==> config.mk <==
export PLATFORM = sky130hd
export DESIGN_NAME = data_pack
export DESIGN_NICKNAME = d
export VERILOG_FILES = /design/src/rtl/unpack_pkg.sv /design/src/rtl/data_pack_oreg.sv /design/src/rtl/data_pack.sv
export SDC_FILE = /design/constraint.sdc
export NUM_CORES = 1
export LEC_CHECK = 0
export CORE_AREA = 2 2 91 93
export DETAILED_ROUTE_END_ITERATION = 6
export DIE_AREA = 0 0 93 95
export DONT_BUFFER_PORTS = 1
export PLACE_DENSITY = 0.69
export SYNTH_ARGS = -nofsm -noshare
export SYNTH_HDL_FRONTEND = slang
export SYNTH_SLANG_ARGS = --single-unit
==> constraint.sdc <==
create_clock -name clk -period 3.2 [get_ports clk]
set_clock_uncertainty 0.2 [all_clocks]
set_input_delay 0.48 -clock clk [delete_from_list [all_inputs] [get_ports clk]]
set_output_delay 0.48 -clock clk [all_outputs]
set_load 0.05 [all_outputs]
==> src/rtl/unpack_pkg.sv <==
// Shared definitions for the 7-bit <-> 32-bit packer/unpacker pair.
// DATA_PACK_STATS_EN (see data_pack) does not affect this package.
package unpack_pkg;

  localparam int VAL_W  = 7;
  localparam int WORD_W = 32;
  localparam int ACC_W  = 38;
  localparam int CNT_W  = 6;

  localparam logic [CNT_W-1:0] VAL_CNT  = 6'd7;
  localparam logic [CNT_W-1:0] WORD_CNT = 6'd32;

  typedef struct packed {
    logic [WORD_W-1:0] data;
    logic              sop;
    logic              eop;
  } word_t;

  // Keeps the low n bits of a word; n >= 32 keeps everything.
  function automatic logic [WORD_W-1:0] lowMask(input logic [CNT_W-1:0] n);
    if (n >= WORD_CNT) lowMask = '1;
    else               lowMask = ~({WORD_W{1'b1}} << n);
  endfunction

endpackage

==> src/rtl/data_pack_oreg.sv <==
// Output register stage for data_pack: holds one framed word until the
// downstream side takes it.
module data_pack_oreg
  import unpack_pkg::*;
(
  input  logic              clk,
  input  logic              rst,
  input  logic              i_load,
  input  logic [WORD_W-1:0] i_data,
  input  logic              i_sop,
  input  logic              i_eop,
  input  logic              i_ready,
  output logic              o_valid,
  output logic [WORD_W-1:0] o_data,
  output logic              o_sop,
  output logic              o_eop,
  output logic              o_slotFree
);

  logic              r_valid;
  logic              r_sop;
  logic              r_eop;
  logic [WORD_W-1:0] r_data;

  // Load only happens when the slot is free, so a stalled word is never overwritten.
  always_ff @(posedge clk) begin
    if (rst) begin
      r_valid <= 1'b0;
      r_sop   <= 1'b0;
      r_eop   <= 1'b0;
      r_data  <= '0;
    end else if (i_load) begin
      r_valid <= 1'b1;
      r_sop   <= i_sop;
      r_eop   <= i_eop;
      r_data  <= i_data;
    end else if (i_ready) begin
      r_valid <= 1'b0;
      r_sop   <= 1'b0;
      r_eop   <= 1'b0;
    end
  end

  assign o_valid    = r_valid;
  assign o_data     = r_data;
  assign o_sop      = r_sop;
  assign o_eop      = r_eop;
  assign o_slotFree = !r_valid || i_ready;

endmodule

==> src/rtl/data_pack.sv <==
// Packs 7-bit values LSB-first into 32-bit words with sop/eop framing.
// Define DATA_PACK_STATS_EN to add the pkt_cnt/err_cnt statistics ports.
module data_pack #(
  parameter int VAL_W  = unpack_pkg::VAL_W,
  parameter int WORD_W = unpack_pkg::WORD_W
) (
  input  logic              clk,
  input  logic              rst,
  output logic              ready_out,
  input  logic              valid_in,
  input  logic [VAL_W-1:0]  data_in,
  input  logic              sop_in,
  input  logic              eop_in,
  output logic              valid_out,
  output logic [WORD_W-1:0] data_out,
  output logic              sop_out,
  output logic              eop_out,
`ifdef DATA_PACK_STATS_EN
  output logic [15:0]       pkt_cnt,
  output logic [15:0]       err_cnt,
`endif
  input  logic              ready_in
);

  import unpack_pkg::*;

  logic [ACC_W-1:0] r_acc;
  logic [CNT_W-1:0] r_cnt;
  logic             r_inPkt;
  logic             r_first;
  logic             r_flush;

  logic             w_accept;
  logic             w_slotFree;
  logic             w_emit;
  logic [ACC_W-1:0] w_acc1;
  logic [ACC_W-1:0] w_acc2;
  logic [CNT_W-1:0] w_cnt1;
  logic [CNT_W-1:0] w_cnt2;
  logic             w_inPkt1;
  logic             w_first1;
  logic             w_flush1;
  word_t            w_word;

  assign ready_out = (r_cnt < WORD_CNT) && !r_flush;
  assign w_accept  = valid_in && ready_out;

  // Accept first, then decide on an emit from the post-accept state so a
  // completing value reaches valid_out one cycle later.
  always_comb begin
    w_acc1   = r_acc;
    w_cnt1   = r_cnt;
    w_inPkt1 = r_inPkt;
    w_first1 = r_first;
    w_flush1 = r_flush;
    if (w_accept) begin
      if (sop_in) begin
        w_acc1   = ACC_W'(data_in);
        w_cnt1   = VAL_CNT;
        w_inPkt1 = 1'b1;
        w_first1 = 1'b1;
      end else if (r_inPkt) begin
        w_acc1 = r_acc | (ACC_W'(data_in) << r_cnt);
        w_cnt1 = r_cnt + VAL_CNT;
      end
      if (eop_in && (sop_in || r_inPkt)) begin
        w_flush1 = 1'b1;
        w_inPkt1 = 1'b0;
      end
    end

    w_emit = w_slotFree && ((w_cnt1 >= WORD_CNT) || w_flush1);

    w_acc2 = w_acc1;
    w_cnt2 = w_cnt1;
    if (w_emit) begin
      w_acc2 = w_acc1 >> WORD_W;
      w_cnt2 = (w_cnt1 >= WORD_CNT) ? (w_cnt1 - WORD_CNT) : '0;
    end

    w_word.data = w_acc1[WORD_W-1:0] & lowMask(w_cnt1);
    w_word.sop  = w_first1;
    w_word.eop  = w_flush1 && (w_cnt2 == '0);
  end

  always_ff @(posedge clk) begin
    if (rst) begin
      r_acc   <= '0;
      r_cnt   <= '0;
      r_inPkt <= 1'b0;
      r_first <= 1'b0;
      r_flush <= 1'b0;
    end else begin
      r_acc   <= w_acc2;
      r_cnt   <= w_cnt2;
      r_inPkt <= w_inPkt1;
      r_first <= w_emit ? 1'b0 : w_first1;
      r_flush <= (w_emit && w_word.eop) ? 1'b0 : w_flush1;
    end
  end

  data_pack_oreg u_oreg (
    .clk        (clk),
    .rst        (rst),
    .i_load     (w_emit),
    .i_data     (w_word.data),
    .i_sop      (w_word.sop),
    .i_eop      (w_word.eop),
    .i_ready    (ready_in),
    .o_valid    (valid_out),
    .o_data     (data_out),
    .o_sop      (sop_out),
    .o_eop      (eop_out),
    .o_slotFree (w_slotFree)
  );

`ifdef DATA_PACK_STATS_EN
  logic [15:0] r_pktCnt;
  logic [15:0] r_errCnt;
  logic        w_errEvent;

  // A sop inside a packet and a value outside any packet are both protocol errors.
  assign w_errEvent = w_accept && (sop_in ? r_inPkt : !r_inPkt);

  always_ff @(posedge clk) begin
    if (rst) begin
      r_pktCnt <= '0;
      r_errCnt <= '0;
    end else begin
      if (w_emit && w_word.eop) r_pktCnt <= r_pktCnt + 16'd1;
      if (w_errEvent && (r_errCnt != 16'hFFFF)) r_errCnt <= r_errCnt + 16'd1;
    end
  end

  assign pkt_cnt = r_pktCnt;
  assign err_cnt = r_errCnt;
`else
  // Without statistics, stray values and duplicate sops are absorbed silently.
`endif

endmodule

# ---- After elaboration in Yosys (flattened, before gate mapping)
# Index checks and enable logic that the tools add are counted.
dict set report totals {
  regBits 82
  latchBits 0
  ram_bits 0
  mem_bits_ro 0
  in_bits 13
  out_inout_bits 36
  n_memories 0
}
dict set report op_classes {
  add_sub_neg 2
  multipliers 0
  div 0
  magnitude_cmp 2
  eq_ne 0
  shifts 2
  muxes 20
  bitwise_logic 3
  n_reduce_logical 17
}
# operator n
set op_table {}
lappend op_table {{38-bit 2-to-1 mux} 3}
lappend op_table {{38-bit OR} 1}
lappend op_table {{7-bit by 6-bit left shift with 38-bit output} 1}
lappend op_table {{6-bit 2-to-1 mux} 6}
lappend op_table {{32-bit bitwise AND} 1}
lappend op_table {{32-bit 2-to-1 mux} 1}
lappend op_table {{32-bit inverter} 1}
lappend op_table {{32-bit by 6-bit left shift with 32-bit output (first input constant)} 1}
lappend op_table {{1-bit 2-to-1 mux} 10}
lappend op_table {{6-bit by 3-bit adder with 6-bit output (second input constant)} 1}
lappend op_table {{6-bit >= comparator (second input constant)} 1}
lappend op_table {{1-bit logical AND} 6}
lappend op_table {{6-bit logical NOT} 1}
lappend op_table {{6-bit < comparator (second input constant)} 1}
lappend op_table {{6-bit subtractor (second input constant)} 1}
lappend op_table {{2-bit nonzero test} 2}
lappend op_table {{2-bit OR reduction} 2}
lappend op_table {{1-bit logical OR} 3}
lappend op_table {{1-bit logical NOT} 2}
lappend op_table {{2-bit AND reduction} 1}

# ---- Logic depth before layout (Yosys ltp)
# Gate-level depths: netlist of the first run.
dict set report logic_depth {
  depth_word 12
  depth_mapped 12
  ltp_nobuf 8
}

# ---- Modules after synthesis
# From an unflattened synthesis of the first run, not the netlist that was laid out.
dict set report unflattened {
  cells_unflattened 513
  hier_area_um2 4269.1
}
# module n_inst cells_each area_per_inst_um2
set by_module_without_submodules {}
lappend by_module_without_submodules {data_pack 1 397 3025.4}
lappend by_module_without_submodules {data_pack_oreg 1 116 1243.7}

# ---- Worst setup path after synthesis of the first run
# Ideal clock, no wire load.
dict set report synth_timing {
  kind {register -> register}
  start {register r_cnt[1]}
  end {register u_oreg.r_data[25], in the netlist u_oreg.o_data[25]}
  setup_ns 0.117
  arrival_ns 2.574
  slack_ns 0.308
  path_stages_with_launch 11
  n_path_buf 3
  cell_sequence {dfxtp_1 clkbuf_1 buf_2 buf_2 inv_1 ha_1 nor2b_1 or2_2 a221o_1 a32o_2 a32o_1}
}
dict set report synth_via {
  elab_chain_cells 8
  elab_cells_between_ends 20
  cone_classes {1 x add/sub; 2 x order compare; 2 x shift; 8 x mux; 3 x bitwise; 4 x reduce/logical}
}
# element line_no
set synth_lines {}
lappend synth_lines {{from (decl)} data_pack.sv:28} ;# logic [CNT_W-1:0] r_cnt;
lappend synth_lines {{from (signal assigned)} data_pack.sv:95} ;# r_cnt <= w_cnt2;
lappend synth_lines {{6-bit by 3-bit adder with 6-bit output / 6-bit < comparator (equally long branches)} {data_pack.sv:64, data_pack.sv:45}}
lappend synth_lines {{6-bit 2-to-1 mux / 1-bit logical AND (equally long branches)} {data_pack.sv:62, data_pack.sv:45}}
lappend synth_lines {{6-bit 2-to-1 mux / 1-bit logical AND (equally long branches)} {data_pack.sv:57, data_pack.sv:46}}
lappend synth_lines {{6-bit 2-to-1 mux} data_pack.sv:56} ;# if (w_accept) begin
lappend synth_lines {{32-bit by 6-bit left shift with 32-bit output} unpack_pkg.sv:22} ;# else lowMask = ~({WORD_W{1'b1}} << n);
lappend synth_lines {{32-bit inverter} unpack_pkg.sv:22}
lappend synth_lines {{32-bit 2-to-1 mux} unpack_pkg.sv:21} ;# if (n >= WORD_CNT) lowMask = '1;
lappend synth_lines {{32-bit bitwise AND} data_pack.sv:81} ;# w_word.data = w_acc1[WORD_W-1:0] & lowMask(w_cnt1);
lappend synth_lines {{to (signal assigned)} data_pack_oreg.sv:36} ;# r_data <= i_data;
lappend synth_lines {{to (decl)} data_pack_oreg.sv:23} ;# logic [WORD_W-1:0] r_data;
# Parallel ways exist; a longest one is shown, timed or not.
# A chain may end at the register's enable or synchronous reset.

# ---- Worst setup path after layout of the first run
dict set report layout_timing {
  start {register r_inPkt}
  end {register u_oreg.r_data[12], in the netlist u_oreg.o_data[12]}
}
dict set report layout_via {
  elab_chain_cells 7
  elab_cells_between_ends 17
  cone_classes {1 x order compare; 1 x shift; 9 x mux; 2 x bitwise; 4 x reduce/logical}
}
# element line_no
set layout_lines {}
lappend layout_lines {{from (decl)} data_pack.sv:29} ;# logic r_inPkt;
lappend layout_lines {{from (signal assigned)} data_pack.sv:96} ;# r_inPkt <= w_inPkt1;
lappend layout_lines {{6-bit 2-to-1 mux} data_pack.sv:62} ;# end else if (r_inPkt) begin
lappend layout_lines {{6-bit 2-to-1 mux} data_pack.sv:57} ;# if (sop_in) begin
lappend layout_lines {{6-bit 2-to-1 mux} data_pack.sv:56}
lappend layout_lines {{32-bit by 6-bit left shift with 32-bit output} unpack_pkg.sv:22}
lappend layout_lines {{32-bit inverter} unpack_pkg.sv:22}
lappend layout_lines {{32-bit 2-to-1 mux} unpack_pkg.sv:21}
lappend layout_lines {{32-bit bitwise AND} data_pack.sv:81}
# Parallel ways exist; a longest one is shown, timed or not.

==> results.cfg, run 1 <==
[run_status]
status = finished, final reports clean

[worst_setup_path]
rr_worst_depth = 7
crit_end = u_oreg.o_data[12]
r2r_slack_ns = 0.42
path_max_fanout = 12
cpMaxStageDelayCell = dfxtp_1
slowest_delay_ns = 0.57
critPathArrivalTime_ns = 2.86
cp-start-kind = register
crit_chain = and4bb_1, nand4_4, nor2b_1, buf_4, and3_4, or4b_1, o21ai_1
endpoint_kind = register
crit_start = r_inPkt
worstPathRequired_ns = 3.28
r2r_end = u_oreg.o_data[12]
crit_type = reg2reg
rr_startpoint = r_inPkt

[die]
die_h_um = 95
dieArea_um2 = 8835
fp-row-count = 33
design.portCount = 49
core_um2 = 7928
die_w_um = 93
start_util = 0.5303

[synth]
netlist_area_um2 = 4204
synth_top_family_by_area = simple AND/OR/NAND/NOR gates
synth.distinct_cells = 79
synth-compound-area-share = 0.2449
synth-main-ff-cell = dfxtp_1
synthMuxAreaShare = 0.06429
synth-simple-area-share = 0.2470
synth_fa_ha_area_frac = 0.002976
yosysWarnings = 0
synth_nets = 508
synth_xor_area_frac = 0.002083
seq_area_frac_synth = 0.3905
postSynth.asyncResetShare = 0
syn-mean-instance-area_um2 = 8.510
ys_ff_latch = 82
synth_edf_count = 0
synth_cells = 494

[cells_and_area]
drive_gt1_frac = 0.1414
diodes = 0
syn_to_final_growth_pct = 8.661
fin_util = 0.5762
nets = 504

[cts]
cts.clk_slew.worst_paths_ns = 0.09
numCtsBuffers = 9
cts_tree = yes
clk_latency_ns = 0.36
clockRootBuffer = clkbuf_8
htree_num_levels = 3
postCtsSetupBuffers = 0
clkSinkCount = 82
cts_buffer_depth = 2

[sta]
slew_headroom = 0.3202
hold_viol_final = 0
worst_pin_slew_ns = 1.019
min_period_over_period = 0.8674
fin_setup_tns_ns = 0
setup_viol = 0
drv_slew = 0
period_minus_slack_ns = 2.776
setup_ws_ns = 0.4242
timing.fmax_ghz = 0.3603
grt_setup_unrepaired = no

[grt]
globalRouteOverflowTotal = 0
antenna_found_initial = 0
grt_max_degree = 28
grt_use_total = 0.3169
grt_pass1_vias = 3769
grt_pass1_wl_um = 21020

[drt]
drt_wl_total_um = 13490
num_vias = 3992
wire_per_inst_um = 22.48
remaining_drc_errors = 0
ant_nets = 0
first_pass_iters = 5
vias_per_cell = 6.653
drt_iter0_drc = 291

[power_and_ir_drop]
p_per_area_nw_per_um2 = 490.2
p_int_w = 0.001604
power_frac_seq = 0.472
p_leak_nw = 1.669
pwr-share-comb = 0.133
p_clk_frac = 0.395
ir_drop_uv = 349.1
power_w = 0.002239
p_sw_w = 0.0006352
swShare = 0.2837

[placement]
portBuffers = 0
dpl.hpwl_um = 9838
place_ws_ns = 0.4966
place.gp.congestion = 0.9681

[run]
drv_cap = 0

[worst_hold_path]
hold_path.class = in2reg
hold_depth = 1
-- cell usage after synthesis (all sizes together) (4+ instances only) --
cell type / count / area [µm²]
o21ai: 24 / 123.9
a211oi: 5 / 37.54
a21oi: 41 / 205.2
dfxtp: 82 / 1642
nand4: 5 / 46.29
mux2i: 9 / 90.09
o31ai: 9 / 72.57
o211ai: 5 / 37.54
a22oi: 5 / 37.54
nor2: 59 / 224.0
o22ai: 4 / 25.02
nor3: 29 / 155.2
mux4: 5 / 112.6
and3: 4 / 30.03
nand3: 5 / 25.02
a21o: 8 / 60.06
clkbuf: 18 / 67.56
a32o: 9 / 91.34
mux2: 6 / 67.56
nand2: 45 / 168.9
nor2b: 6 / 37.54
a22o: 9 / 78.83
nand2b: 6 / 37.54
buf: 20 / 108.9
and2: 7 / 43.79
a31oi: 8 / 50.05
inv: 6 / 22.52
-- kinds of logic (layout without fill, tap and decap cells) --
kind of cell,count (synthesis),in the layout
AOI/OAI and AO/OA,150,150
adders and majority gates,1,1
and+or+nand+nor,195,195
xor gates and xnor gates,1,1
buffers and inverters,45,46
DFF,82,82
muxes,20,20
-- layer usage --
metal  vias up  GRT usage  part of all wire
li1       1821          -                 -
met1      1920     0.4227              0.43
met2       214     0.4909              0.46
met3        37    0.07901             0.080
met4         0     0.1324             0.036
met5         -          0                 0
-- power groups by stage --
stage                     logic, W  clock network, W  registers [W]
after global routing      0.000321          0.000933        0.00106
after CTS                 0.000290          0.000892        0.00106
after detailed placement  0.000285                 0        0.00108
after floorplan           0.000217                 0        0.00107
final                     0.000299          0.000884        0.00106
after global placement    0.000285                 0        0.00108
-- cell type report --
class / instances / area, µm²
multi-input combinational: 367 / 2360
fill: 766 / 3359
tap: 105 / 131.4
inverter: 7 / 26.28
sequential: 82 / 1642
timing repair buffer: 23 / 175.2
clock inverter: 6 / 96.34
clock buffer: 10 / 137.6
-- worst min path at each step --
stage	from	to	slack [ns]
2_1_floorplan	r_acc[14]	r_acc[14]	0.22
5_1_grt	eop_in	r_inPkt	0.02
6_report	eop_in	r_inPkt	0.01
3_3_place_gp	r_acc[14]	r_acc[14]	0.25
3_5_place_dp	r_first	r_first	0.26
4_1_cts	eop_in	r_inPkt	0.006
-- per-stage QoR --
step / std cells / hold slack [ns] / area, µm²
finish: 600 / 0.01300 / 4568
detailed placement: 583 / 0.2563 / 4324
floorplan: 494 / 0.2238 / 4204
CTS: 600 / 0.006028 / 4568
global placement: 583 / 0.2472 / 4324
global route: 600 / 0.02099 / 4568
-- worst max-delay path: cells and delay by family (launching register included) --
kind,cells,cell delay [ns]
simple gates,5,1.58
flops,1,0.57
buf+inv,1,0.19
compound gates,1,0.15
-- sequential cells by signal (all words and copies together), names as in the netlist --
| signal | count |
|---|---|
| r_acc | 38 |
| u_oreg.o_data | 32 |
| r_cnt | 6 |
| r_first | 1 |
| r_flush | 1 |
| r_inPkt | 1 |
| u_oreg.o_eop | 1 |
| u_oreg.o_sop | 1 |
| u_oreg.o_valid | 1 |
-- cell usage in the layout (no fill, tap or decap), types with 4 or more instances in the layout --
cell type,Yosys,final
o211ai_1,5,5
buf_4,2,22
nor2_1,58,58
a22oi_1,5,5
nand3_1,5,5
nand4_1,4,4
nor3_1,27,27
dfxtp_1,82,82
nand2b_1,6,6
a211oi_1,5,5
mux2_2,6,6
a21oi_1,41,41
a32o_1,8,8
o21ai_0,18,18
a22o_1,9,9
o21ai_1,5,5
inv_1,6,6
and2_1,7,7
mux4_2,5,5
nand2_1,45,45
nor2b_1,6,6
mux2i_1,9,9
a21o_1,8,8
o31ai_1,8,8
o22ai_1,4,4
a31oi_1,8,8
clkbuf_8,0,10
-- what timing repair did --
item,4_1_cts,5_1_grt
resized for setup,0,0
setup endpoints to repair,0,0
hold buffers,1,0
hold endpoints to repair,17,0
(Power assumes the default switching activity.)
==> run 2: changes to the inputs <==
==> constraint.sdc (replaced) <==
create_clock -name clk -period 3.4 [get_ports clk]
set_clock_uncertainty 0.2 [all_clocks]
set_input_delay 0.51 -clock clk [delete_from_list [all_inputs] [get_ports clk]]
set_output_delay 0.51 -clock clk [all_outputs]
set_load 0.05 [all_outputs]
==> run 2 against run 1 <==
Global-route usage fell by 1.4 points. Critical path depth fell by 1. First-iteration DRC count rose by 28%.
==> results.cfg, run 2 (same netlist as run 1, synthesis figures left out) <==
[drt]
drt_iter0_drc = 373
drt_wl_total_um = 13120
wire_per_inst_um = 22.09
vias_per_cell = 6.715
remaining_drc_errors = 0
first_pass_iters = 5
num_vias = 3989
ant_nets = 0

[grt]
grt_pass1_vias = 3680
globalRouteOverflowTotal = 0
grt_pass1_wl_um = 20390
antenna_found_initial = 0
grt_use_total = 0.3026
grt_max_degree = 29

[worst_setup_path]
rr_startpoint = r_cnt[5]
worstPathRequired_ns = 3.50
crit_start = r_cnt[5]
crit_type = reg2reg
path_max_fanout = 16
cp-start-kind = register
critPathArrivalTime_ns = 3.10
endpoint_kind = register

[sta]
setup_viol = 0
fin_setup_tns_ns = 0
worst_pin_slew_ns = 1.014
grt_setup_unrepaired = no
hold_ws_ns = 0.02183
drv_slew = 0
min_period_over_period = 0.8807
timing.fmax_ghz = 0.3340
setup_ws_ns = 0.4055
hold_viol_final = 0
period_minus_slack_ns = 2.994
slew_headroom = 0.3230

[worst_hold_path]
hold_path.class = in2reg
hp-start = rst

[power_and_ir_drop]
ir_drop_uv = 358.4
pwr-share-comb = 0.138
p_leak_nw = 1.622
swShare = 0.2931
p_sw_w = 0.0005855
p_clk_frac = 0.366
p_int_w = 0.001412
power_frac_seq = 0.496
p_per_area_nw_per_um2 = 445.1

[cts]
cts_resized = 0
cts.clk_slew.worst_paths_ns = 0.09
numCtsBuffers = 9
htree_num_levels = 3
clockRootBuffer = clkbuf_8
clkSinkCount = 82
postCtsSetupBuffers = 0
cts_tree = yes
cts_buffer_depth = 2
clk_latency_ns = 0.36
ctsHoldBuffers = 0

[cells_and_area]
diodes = 0
final_cell_mix = dfxtp_1 (82), nor2_1 (58), nand2_1 (45)
nets = 498
final_common_cell = dfxtp_1
regMostFlops = r_acc
drive_gt1_frac = 0.1309
syn_to_final_growth_pct = 6.756
largest_reg_flops = 38

[die]
die_w_um = 93
core_um2 = 7928
design.portCount = 49
die_h_um = 95
fp-row-count = 33
start_util = 0.5303
dieArea_um2 = 8835

[placement]
place.gp.congestion = 0.9411
place_ws_ns = 0.4940
dpl.hpwl_um = 9513
portBuffers = 0

[run_status]
status = finished, final reports clean

[run]
drv_cap = 0
-- run 2: area by class of cell --
class	count	area [µm²]
sequential	82	1642
clock buffer	10	127.6
clock inverter	6	73.82
tap	105	131.4
timing repair buffer	17	127.6
inverter	7	26.28
multi-input combinational	367	2360
fill	754	3440
-- run 2: power by group through the flow --
| stage | Clock, W | Sequential, W | Combinational, W |
|---|---|---|---|
| finish | 0.000731 | 0.000991 | 0.000277 |
| global route | 0.000772 | 0.000992 | 0.000294 |
| CTS | 0.000740 | 0.000990 | 0.000268 |
| detailed placement | 0 | 0.00101 | 0.000267 |
| global placement | 0 | 0.00101 | 0.000266 |
| floorplan | 0 | 0.00101 | 0.000204 |
-- run 2: path summary, 6_finish.rpt --
check | slack (ns) | cells past startpoint | end
worst max register to register | 0.41 | 6 | u_oreg.o_data[1]
worst min register to register | 0.27 | 2 | r_acc[20]
worst min-delay path | 0.02 | 1 | u_oreg.o_data[7]
worst max-delay path | 0.41 | 6 | u_oreg.o_data[1]
-- run 2: critical path, stage by stage (launching register included) --
cell	delay, ns
dfxtp_1	0.45
nor3b_2	0.73
and2_1	0.69
a311oi_1	0.10
o21bai_1	0.23
a311oi_1	0.43
a21o_1	0.13
-- run 2: routing by layer --
metal / part of all wire / vias up / wire length (µm) / global-route usage
li1: - / 1802 / - / -
met1: 0.42 / 1914 / 5484 / 0.4020
met2: 0.45 / 232 / 5942 / 0.4722
met3: 0.091 / 41 / 1195 / 0.06943
met4: 0.038 / 0 / 497 / 0.1324
met5: 0 / - / 0 / 0
-- run 2: metrics by stage --
step	total power, W	cell area [µm²]	util	instances
after floorplan	0.001214	4204	-	494
after global placement	0.001278	4287	0.5407	578
after detailed placement	0.001280	4287	0.5407	578
after CTS	0.001998	4488	0.5661	594
after global routing	0.002059	4488	0.5661	594
final	0.001998	4488	0.5661	594
==> run 3: changes to the inputs <==
==> constraint.sdc (replaced) <==
create_clock -name clk -period 3.5 [get_ports clk]
set_clock_uncertainty 0.2 [all_clocks]
set_input_delay 0.525 -clock clk [delete_from_list [all_inputs] [get_ports clk]]
set_output_delay 0.525 -clock clk [all_outputs]
set_load 0.05 [all_outputs]
==> run 3 against run 2 <==
First-iteration DRC count is 15% higher. Clock power is 11% lower. Sequential share of layout area is 0.16 points higher. Power is 5.6% lower. Count of clock-buffer cells in the layout is 1 lower. Fmax is 4.9% lower. Routed wire length is 2.2% higher. Global-route usage is 0.86 points higher.
==> results.cfg, run 3 (same netlist as run 1, synthesis figures left out) <==
[worst_setup_path]
cpMostUsedCell = nor2_1
cpMaxStageDelayCell = nor2_2
path_buf_inv = 0
path_delay_family = simple AND/OR/NAND/NOR gates
slowest_delay_ns = 0.84
crit_type = reg2reg
cp-start-kind = register
worstPathRequired_ns = 3.60
critPathArrivalTime_ns = 3.25
endpoint_kind = register
path_max_fanout = 27
crit_chain = nor2_1, and2_1, a21oi_1, nor2_2, nand2_1, nor2_1

[grt]
grt_use_total = 0.3113
grt_pass1_vias = 3717
grt_max_degree = 29
antenna_found_initial = 0
grt_pass1_wl_um = 20690
globalRouteOverflowTotal = 0

[placement]
dpl.hpwl_um = 9523
place_ws_ns = 0.3711
dpl_cell_area_um2 = 4287
portBuffers = 0
place.gp.congestion = 0.9937

[sta]
hold_ws_ns = 0.01913
timing.fmax_ghz = 0.3174
setup_ws_ns = 0.3498
fin_setup_tns_ns = 0
worst_pin_slew_ns = 1.068
grt_setup_unrepaired = no
slew_headroom = 0.2872
period_minus_slack_ns = 3.150
min_period_over_period = 0.9000
hold_viol_final = 0
setup_viol = 0
drv_slew = 0

[cells_and_area]
drive_gt1_frac = 0.1329
syn_to_final_growth_pct = 6.280
fillerInstances = 737
final_cell_mix = dfxtp_1 (82), nor2_1 (58), nand2_1 (45)
final_area_um2 = 4468
regMostFlops = r_acc
largest_reg_flops = 38
final_common_cell = dfxtp_1
diodes = 0
nets = 498

[power_and_ir_drop]
ir_drop_uv = 334.2
swShare = 0.3096
p_int_w = 0.001303
p_clk_frac = 0.345
p_sw_w = 0.0005842
p_leak_nw = 1.617
p_per_area_nw_per_um2 = 422.3
pwr-share-comb = 0.144
power_frac_seq = 0.511

[run]
drv_cap = 0

[run_status]
status = finished, final reports clean

[cts]
htree_num_levels = 3
numCtsBuffers = 9
clockRootBuffer = clkbuf_8
cts.clk_slew.worst_paths_ns = 0.09
cts_buffer_depth = 2
cts_tree = yes
postCtsSetupBuffers = 0
clk_latency_ns = 0.36
clkSinkCount = 82
ctsHoldBuffers = 0
cts_resized = 0

[die]
core_um2 = 7928
dieArea_um2 = 8835
start_util = 0.5303
design.portCount = 49
die_h_um = 95
fp-row-count = 33
die_w_um = 93

[drt]
vias_per_cell = 6.721
drt_wl_total_um = 13410
remaining_drc_errors = 0
first_pass_iters = 5
wire_per_inst_um = 22.58
ant_nets = 0
num_vias = 3992
drt_iter0_drc = 428

[worst_hold_path]
hold_path.class = in2reg
run 3: cell count changes in the layout (fill, tap and decap cells not counted):
cell / before / now
inv_6: 1 / 3
clkinv_2: 0 / 1
clkinv_4: 1 / 0
clkbuf_1: 1 / 0
bufinv_16: 1 / 0
run 3: worst paths after layout:
check	start	to	slack, ns	cells past startpoint
max	r_cnt[5]	r_acc[31]	0.35	6
min reg2reg	r_acc[12]	r_acc[12]	0.27	2
max reg2reg	r_cnt[5]	r_acc[31]	0.35	6
min	rst	r_acc[0]	0.02	1
run 3: layer usage:
layer  global-route usage  vias to the layer above  routed length [µm]
met5                    0                        -                   0
met4               0.1667                        0                 719
met3              0.08699                       63                1386
met2               0.4680                      237                5831
met1               0.4065                     1887                5472
li1                     -                     1805                   -
run 3: stage by stage:
stage / utilization / cells / power (W)
6_report: 0.5636 / 594 / 0.001887
5_1_grt: 0.5636 / 594 / 0.001949
4_1_cts: 0.5636 / 594 / 0.001884
3_5_place_dp: 0.5407 / 578 / 0.001245
3_3_place_gp: 0.5407 / 578 / 0.001245
2_1_floorplan: - / 494 / 0.001179
run 3: power by group through the flow:
stage / Sequential [W] / Clock, W / Combinational (W)
final: 0.000964 / 0.000651 / 0.000271
after global routing: 0.000966 / 0.000695 / 0.000288
after CTS: 0.000964 / 0.000660 / 0.000261
after detailed placement: 0.000986 / 0 / 0.000259
after global placement: 0.000985 / 0 / 0.000260
after floorplan: 0.000981 / 0 / 0.000199
run 3: final cells by class:
cell class	instances	area, µm²	share of cell area
Multi-Input combinational cell	367	2360	0.5281
Sequential cell	82	1642	0.3674
Tap cell	105	131.4	0.02940
Timing Repair Buffer	17	127.6	0.02856
Clock buffer	9	123.9	0.02772
Clock inverter	7	57.56	0.01288
Inverter	7	26.28	0.005881
